## src/rtl/mem_array_if.sv

```systemverilog
// mem_array_if: access bus between a memory client and the mem_array storage
// core.
//   inp       - write data                           (master -> slave)
//   addr      - word address                         (master -> slave)
//   rw        - 1 = write, 0 = read, used when sel=1 (master -> slave)
//   sel       - access request, sampled every edge   (master -> slave)
//   outp      - registered read data                 (slave -> master)
//   out_valid - one-cycle strobe, outp updated       (slave -> master)
//   busy      - clear sequence running               (slave -> master)
//   err       - one-cycle strobe, addr was >= DEPTH  (slave -> master)
interface mem_array_if #(
  parameter int WIDTH = 8,
  parameter int DEPTH = 8
);
  localparam int AW = $clog2(DEPTH);

  logic [WIDTH-1:0] inp;
  logic [AW-1:0]    addr;
  logic             rw;
  logic             sel;
  logic [WIDTH-1:0] outp;
  logic             out_valid;
  logic             busy;
  logic             err;

  modport master (
    output inp, addr, rw, sel,
    input  outp, out_valid, busy, err
  );

  modport slave (
    input  inp, addr, rw, sel,
    output outp, out_valid, busy, err
  );
endinterface

```

## src/rtl/mem_array.sv

```systemverilog
// mem_array: single-port DEPTH x WIDTH storage core with a registered read
// port and a reset-triggered clear sequencer.
//   clk - rising-edge clock
//   rst - synchronous active-high reset; starts the clear sequence
//   bus - mem_array_if slave port (inp/addr/rw/sel in, outp/out_valid/busy/err out)
// After reset every word is zeroed one per cycle while busy=1; accesses are
// ignored until the clear finishes.
module mem_array #(
  parameter int WIDTH = 8,
  parameter int DEPTH = 8
) (
  input logic       clk,
  input logic       rst,
  mem_array_if.slave bus
);
  localparam int              AW        = $clog2(DEPTH);
  localparam int              LAST      = DEPTH - 1;
  localparam logic [AW-1:0]   LAST_PTR  = LAST[AW-1:0];
  // One extra bit so DEPTH itself is representable for the range compare.
  localparam logic [AW:0]     DEPTH_EXT = DEPTH[AW:0];

  typedef enum logic {
    ST_CLEAR,
    ST_IDLE
  } state_e;

  state_e           state_q, state_d;
  logic [AW-1:0]    ptr_q, ptr_d;
  logic [WIDTH-1:0] outp_q, outp_d;
  logic             out_valid_q, out_valid_d;
  logic             err_q, err_d;

  logic [WIDTH-1:0] mem_q [DEPTH];
  logic             mem_we;
  logic [AW-1:0]    mem_waddr;
  logic [WIDTH-1:0] mem_wdata;
  logic             in_range;

  assign in_range = {1'b0, bus.addr} < DEPTH_EXT;

  always_comb begin
    state_d     = state_q;
    ptr_d       = ptr_q;
    outp_d      = outp_q;
    out_valid_d = 1'b0;
    err_d       = 1'b0;
    mem_we      = 1'b0;
    mem_waddr   = bus.addr;
    mem_wdata   = bus.inp;
    case (state_q)
      ST_CLEAR: begin
        mem_we    = 1'b1;
        mem_waddr = ptr_q;
        mem_wdata = '0;
        if (ptr_q == LAST_PTR) begin
          state_d = ST_IDLE;
          ptr_d   = '0;
        end else begin
          ptr_d = ptr_q + AW'(1);
        end
      end
      ST_IDLE: begin
        if (bus.sel) begin
          err_d = !in_range;
          if (bus.rw) begin
            // Out-of-range writes are dropped.
            mem_we = in_range;
          end else begin
            out_valid_d = 1'b1;
            outp_d      = in_range ? mem_q[bus.addr] : '0;
          end
        end
      end
      default: state_d = ST_CLEAR;
    endcase
    // Reset wins over any write that the current state would perform.
    if (rst) begin
      mem_we = 1'b0;
    end
  end

  always_ff @(posedge clk) begin
    if (rst) begin
      state_q     <= ST_CLEAR;
      ptr_q       <= '0;
      outp_q      <= '0;
      out_valid_q <= 1'b0;
      err_q       <= 1'b0;
    end else begin
      state_q     <= state_d;
      ptr_q       <= ptr_d;
      outp_q      <= outp_d;
      out_valid_q <= out_valid_d;
      err_q       <= err_d;
    end
  end

  // Storage has no reset of its own; the clear sequencer zeroes it.
  always_ff @(posedge clk) begin
    if (mem_we) begin
      mem_q[mem_waddr] <= mem_wdata;
    end
  end

  assign bus.outp      = outp_q;
  assign bus.out_valid = out_valid_q;
  assign bus.err       = err_q;
  assign bus.busy      = (state_q == ST_CLEAR);
endmodule

```

## src/flat_wrapper.sv

```systemverilog
// flat-port wrapper written by rule: the top's interface ports become plain ports
module mem_array_flat 
#(
  parameter int WIDTH = 8,
  parameter int DEPTH = 8
)
  (clk, rst, bus_inp, bus_addr, bus_rw, bus_sel, bus_outp, bus_out_valid, bus_busy, bus_err);
  mem_array_if #(.WIDTH(WIDTH), .DEPTH(DEPTH)) bus_i ();
  input logic clk;
  input logic rst;
  input wire logic [$bits(bus_i.inp)-1:0] bus_inp;
  input wire logic [$bits(bus_i.addr)-1:0] bus_addr;
  input wire logic [$bits(bus_i.rw)-1:0] bus_rw;
  input wire logic [$bits(bus_i.sel)-1:0] bus_sel;
  output wire logic [$bits(bus_i.outp)-1:0] bus_outp;
  output wire logic [$bits(bus_i.out_valid)-1:0] bus_out_valid;
  output wire logic [$bits(bus_i.busy)-1:0] bus_busy;
  output wire logic [$bits(bus_i.err)-1:0] bus_err;
  assign bus_i.inp = bus_inp;
  assign bus_i.addr = bus_addr;
  assign bus_i.rw = bus_rw;
  assign bus_i.sel = bus_sel;
  assign bus_outp = bus_i.outp;
  assign bus_out_valid = bus_i.out_valid;
  assign bus_busy = bus_i.busy;
  assign bus_err = bus_i.err;
  mem_array #(.WIDTH(WIDTH), .DEPTH(DEPTH)) u_core (.clk(clk), .rst(rst), .bus(bus_i));
endmodule
```

## config.mk

```make
export PLATFORM = sky130hd
export DESIGN_NAME = mem_array_flat
export DESIGN_NICKNAME = d
export VERILOG_FILES = /design/src/rtl/mem_array_if.sv /design/src/rtl/mem_array.sv /design/src/flat_wrapper.sv
export SDC_FILE = /design/constraint.sdc
export NUM_CORES = 1
export LEC_CHECK = 0
export BUFFER_PORTS_ARGS = -buffer_cell sky130_fd_sc_hd__buf_4
export CAP_MARGIN = 40
export CORE_MARGIN = 3
export CORE_UTILIZATION = 50
export DETAILED_ROUTE_END_ITERATION = 10
export PLACE_DENSITY = 0.69
export SYNTH_ARGS = -nofsm -noshare
export SYNTH_HDL_FRONTEND = slang
export SYNTH_SLANG_ARGS = --single-unit
```

## constraint.sdc

```tcl
create_clock -name clk -period 1.7 [get_ports clk]
set_input_delay 0.17 -clock clk [delete_from_list [all_inputs] [get_ports clk]]
set_output_delay 0.17 -clock clk [all_outputs]
set_load 0.01 [all_outputs]
```

==> results.py <==
metrics = {
    "timing": {
        "whs_ns": 0.0520,
        "finalHoldViolations": 0,
        "tightest_slew_ns": 0.589,
        "grt_setup_unrepaired": "false",
        "period_minus_slack_ns": 1.54,
        "drv_slew": 0,
        "slew_headroom_pct": 60.5,
        "max_freq_ghz": 0.648,
        "clock_skew_ns": 0.00881,
        "setup_viol": 0,
        "timing.final.crit_share_pct": 90.7,
        "tns_ns": 0,
    },
    "job": {
        "max-cap-violations": 0,
    },
    "floorplanning": {
        "fp.dieW_um": 84.8,
        "io_pins": 26,
        "rows": 28,
        "dieArea_um2": 7180,
        "die_y_um": 84.8,
        "core-area_um2": 5960,
        "initial_core_util_pct": 52.1,
    },
    "setup_path": {
        "required_ns": 1.74,
        "cp-start-kind": "flip-flop",
        "crit_type": "reg -> reg",
        "cp_max_fo": 10,
        "cp-end-kind": "flip-flop",
        "r2r_end": "u_core.mem_q[3][5]",
        "r2r-start": "u_core.state_q",
        "worstPathArrival_ns": 1.58,
        "reg2reg_depth": 4,
        "rrSetupSlack_ns": 0.16,
    },
    "hold_path": {
        "whs_path_depth": 2,
        "hold_path_class": "in -> reg",
        "worstHoldEndpoint": "u_core.state_q",
        "min_from": "rst",
    },
    "placement": {
        "dp_hpwl_um": 4000,
        "port_buffers": 24,
        "gp_congestion": 0.828,
    },
    "grt": {
        "grt_max_degree": 16,
        "grt_pass1_wl_um": 9520,
        "antenna_found_initial": 0,
        "track_usage_pct": 18.3,
        "first_global_vias": 1786,
        "overflow": 0,
    },
    "drt": {
        "via_count": 1790,
        "drt_first_iter_violations": 164,
        "drt-vias-per-instance": 5.58,
        "first_pass_iters": 4,
        "antenna_left": 0,
        "wl_per_cell_um": 18.8,
        "drt-total-wl_um": 6030,
        "drc_errors": 0,
    },
    "layout": {
        "finalNetCount": 258,
        "diodes": 0,
        "fill_cells": 476,
        "finish.utilization_pct": 61.0,
        "final_common_cell": "edfxtp_1",
        "final_cell_mix": "edfxtp_1 (64), buf_4 (46), mux2i_1 (33)",
        "layout-drive-gt1-share_pct": 25.2,
        "syn2layout_area_growth_pct": 17.2,
    },
    "yosys": {
        "synth_cells": 195,
        "syn_nets": 212,
        "synth_seq_cells": 77,
        "netlist_area_um2": 3100,
        "yosys_warnings": 0,
        "synth_cell_types": 30,
        "ys_seq_area_share_pct": 70.4,
        "avgSynthCellArea_um2": 15.9,
    },
    "power": {
        "powerDensity_nw_per_um2": 1010,
        "leakage_nw": 1.37,
        "irDropWorstVdd_mv": 0.676,
        "total_power_mw": 3.67,
    },
    "clock_network": {
        "ctsHtreeMaxLevel": 3,
        "cts_buffer_depth": 2,
        "cts_resized": 0,
        "cts_setup_buffers": 0,
        "cts_buffers": 9,
        "hold_buffers": 0,
        "clk_latency_ns": 0.33,
        "clkSinkCount": 77,
        "clk_pin_slew_worst_paths_ns": 0.08,
        "cts-root-buf": "clkbuf_8",
        "cts_tree": "yes",
    },
    "status": {
        "status": "finished clean",
    },
}
## cell usage after synthesis (all sizes together)
cell type | number | area share [%]
a21o | 1 | 0.24
a21oi | 3 | 0.48
a22oi | 18 | 4.4
a31oi | 2 | 0.40
a32o | 8 | 2.6
and2 | 9 | 1.8
and3 | 1 | 0.20
and4b | 1 | 0.32
buf | 8 | 2.7
clkbuf | 3 | 0.44
clkinv | 1 | 0.12
conb | 1 | 0.12
dfxtp | 13 | 8.4
edfxtp | 64 | 62
ha | 2 | 0.81
inv | 2 | 0.24
mux2i | 33 | 11
nand2b | 1 | 0.20
nand4 | 1 | 0.20
nand4bb | 1 | 0.36
nor2 | 16 | 2.0
nor2b | 2 | 0.40
nor3 | 2 | 0.32
nor3b | 1 | 0.24
o21bai | 1 | 0.36
## area by class of cell
type / instances / area (um^2) / area share, %
clock buffers: 11 / 141 / 3.89
multi-input cells: 104 / 810 / 22.3
clock inverters: 5 / 51.3 / 1.41
repair buffers: 46 / 345 / 9.50
inverters: 3 / 11.3 / 0.310
flip-flops and latches: 77 / 2180 / 60.0
well taps: 75 / 93.8 / 2.58
## through the flow
stage / area [um^2] / worst slack, ns / cells
3_3_place_gp: 3430 / 0.199 / 304
5_1_grt: 3630 / 0.0698 / 321
2_1_floorplan: 3100 / 0.107 / 195
3_5_place_dp: 3440 / 0.178 / 305
6_report: 3630 / 0.158 / 321
4_1_cts: 3630 / 0.156 / 321
## worst max-delay path by stage
stage,cells after the start,end,slack [ns],from
floorplan,5,u_core.mem_q[5][0],0.11,u_core.state_q
global placement,4,u_core.mem_q[2][4],0.20,u_core.state_q
detailed placement,4,u_core.mem_q[3][4],0.18,u_core.state_q
CTS,4,u_core.mem_q[3][5],0.16,u_core.state_q
global route,4,u_core.mem_q[3][6],0.07,u_core.state_q
finish,4,u_core.mem_q[3][5],0.16,u_core.state_q
## critical path, stage by stage (launching register included)
cell	delay [ns]
dfxtp_1	0.48
nand4_1	0.13
a21o_1	0.24
nor2_1	0.20
buf_4	0.20
## cells by family (layout without fill, tap and decap cells)
family,Yosys count,after routing,synth area share (%)
flops,77,77,70.4
buf+inv,14,65,3.55
compound gates,33,33,8.43
mux,33,33,10.6
other cells,1,1,0.121
simple gates,35,35,6.09
fa+ha+maj,2,2,0.807
## where the power goes
group	internal, mW	switching (mW)	leakage [nW]
logic	0.110	0.136	0.596
clock network	0.709	0.616	0.0967
registers	2.08	0.0218	0.680
## routing by layer
metal / up-vias / part of all wire [%] / track usage (%)
met4: 0 / 0.41 / 7.34
met5: - / 0 / 0
li1: 851 / - / -
met2: 70 / 48 / 27.8
met3: 2 / 7.1 / 4.42
met1: 867 / 45 / 25.5
## registers in the layout (all words and copies together) (netlist names)
| register | cells |
|---|---|
| u_core.mem_q | 64 |
| u_core.bus.outp | 8 |
| u_core.ptr_q | 3 |
| u_core.state_q | 1 |
| u_core.bus.out_valid | 1 |
(Power assumes the default switching activity.)
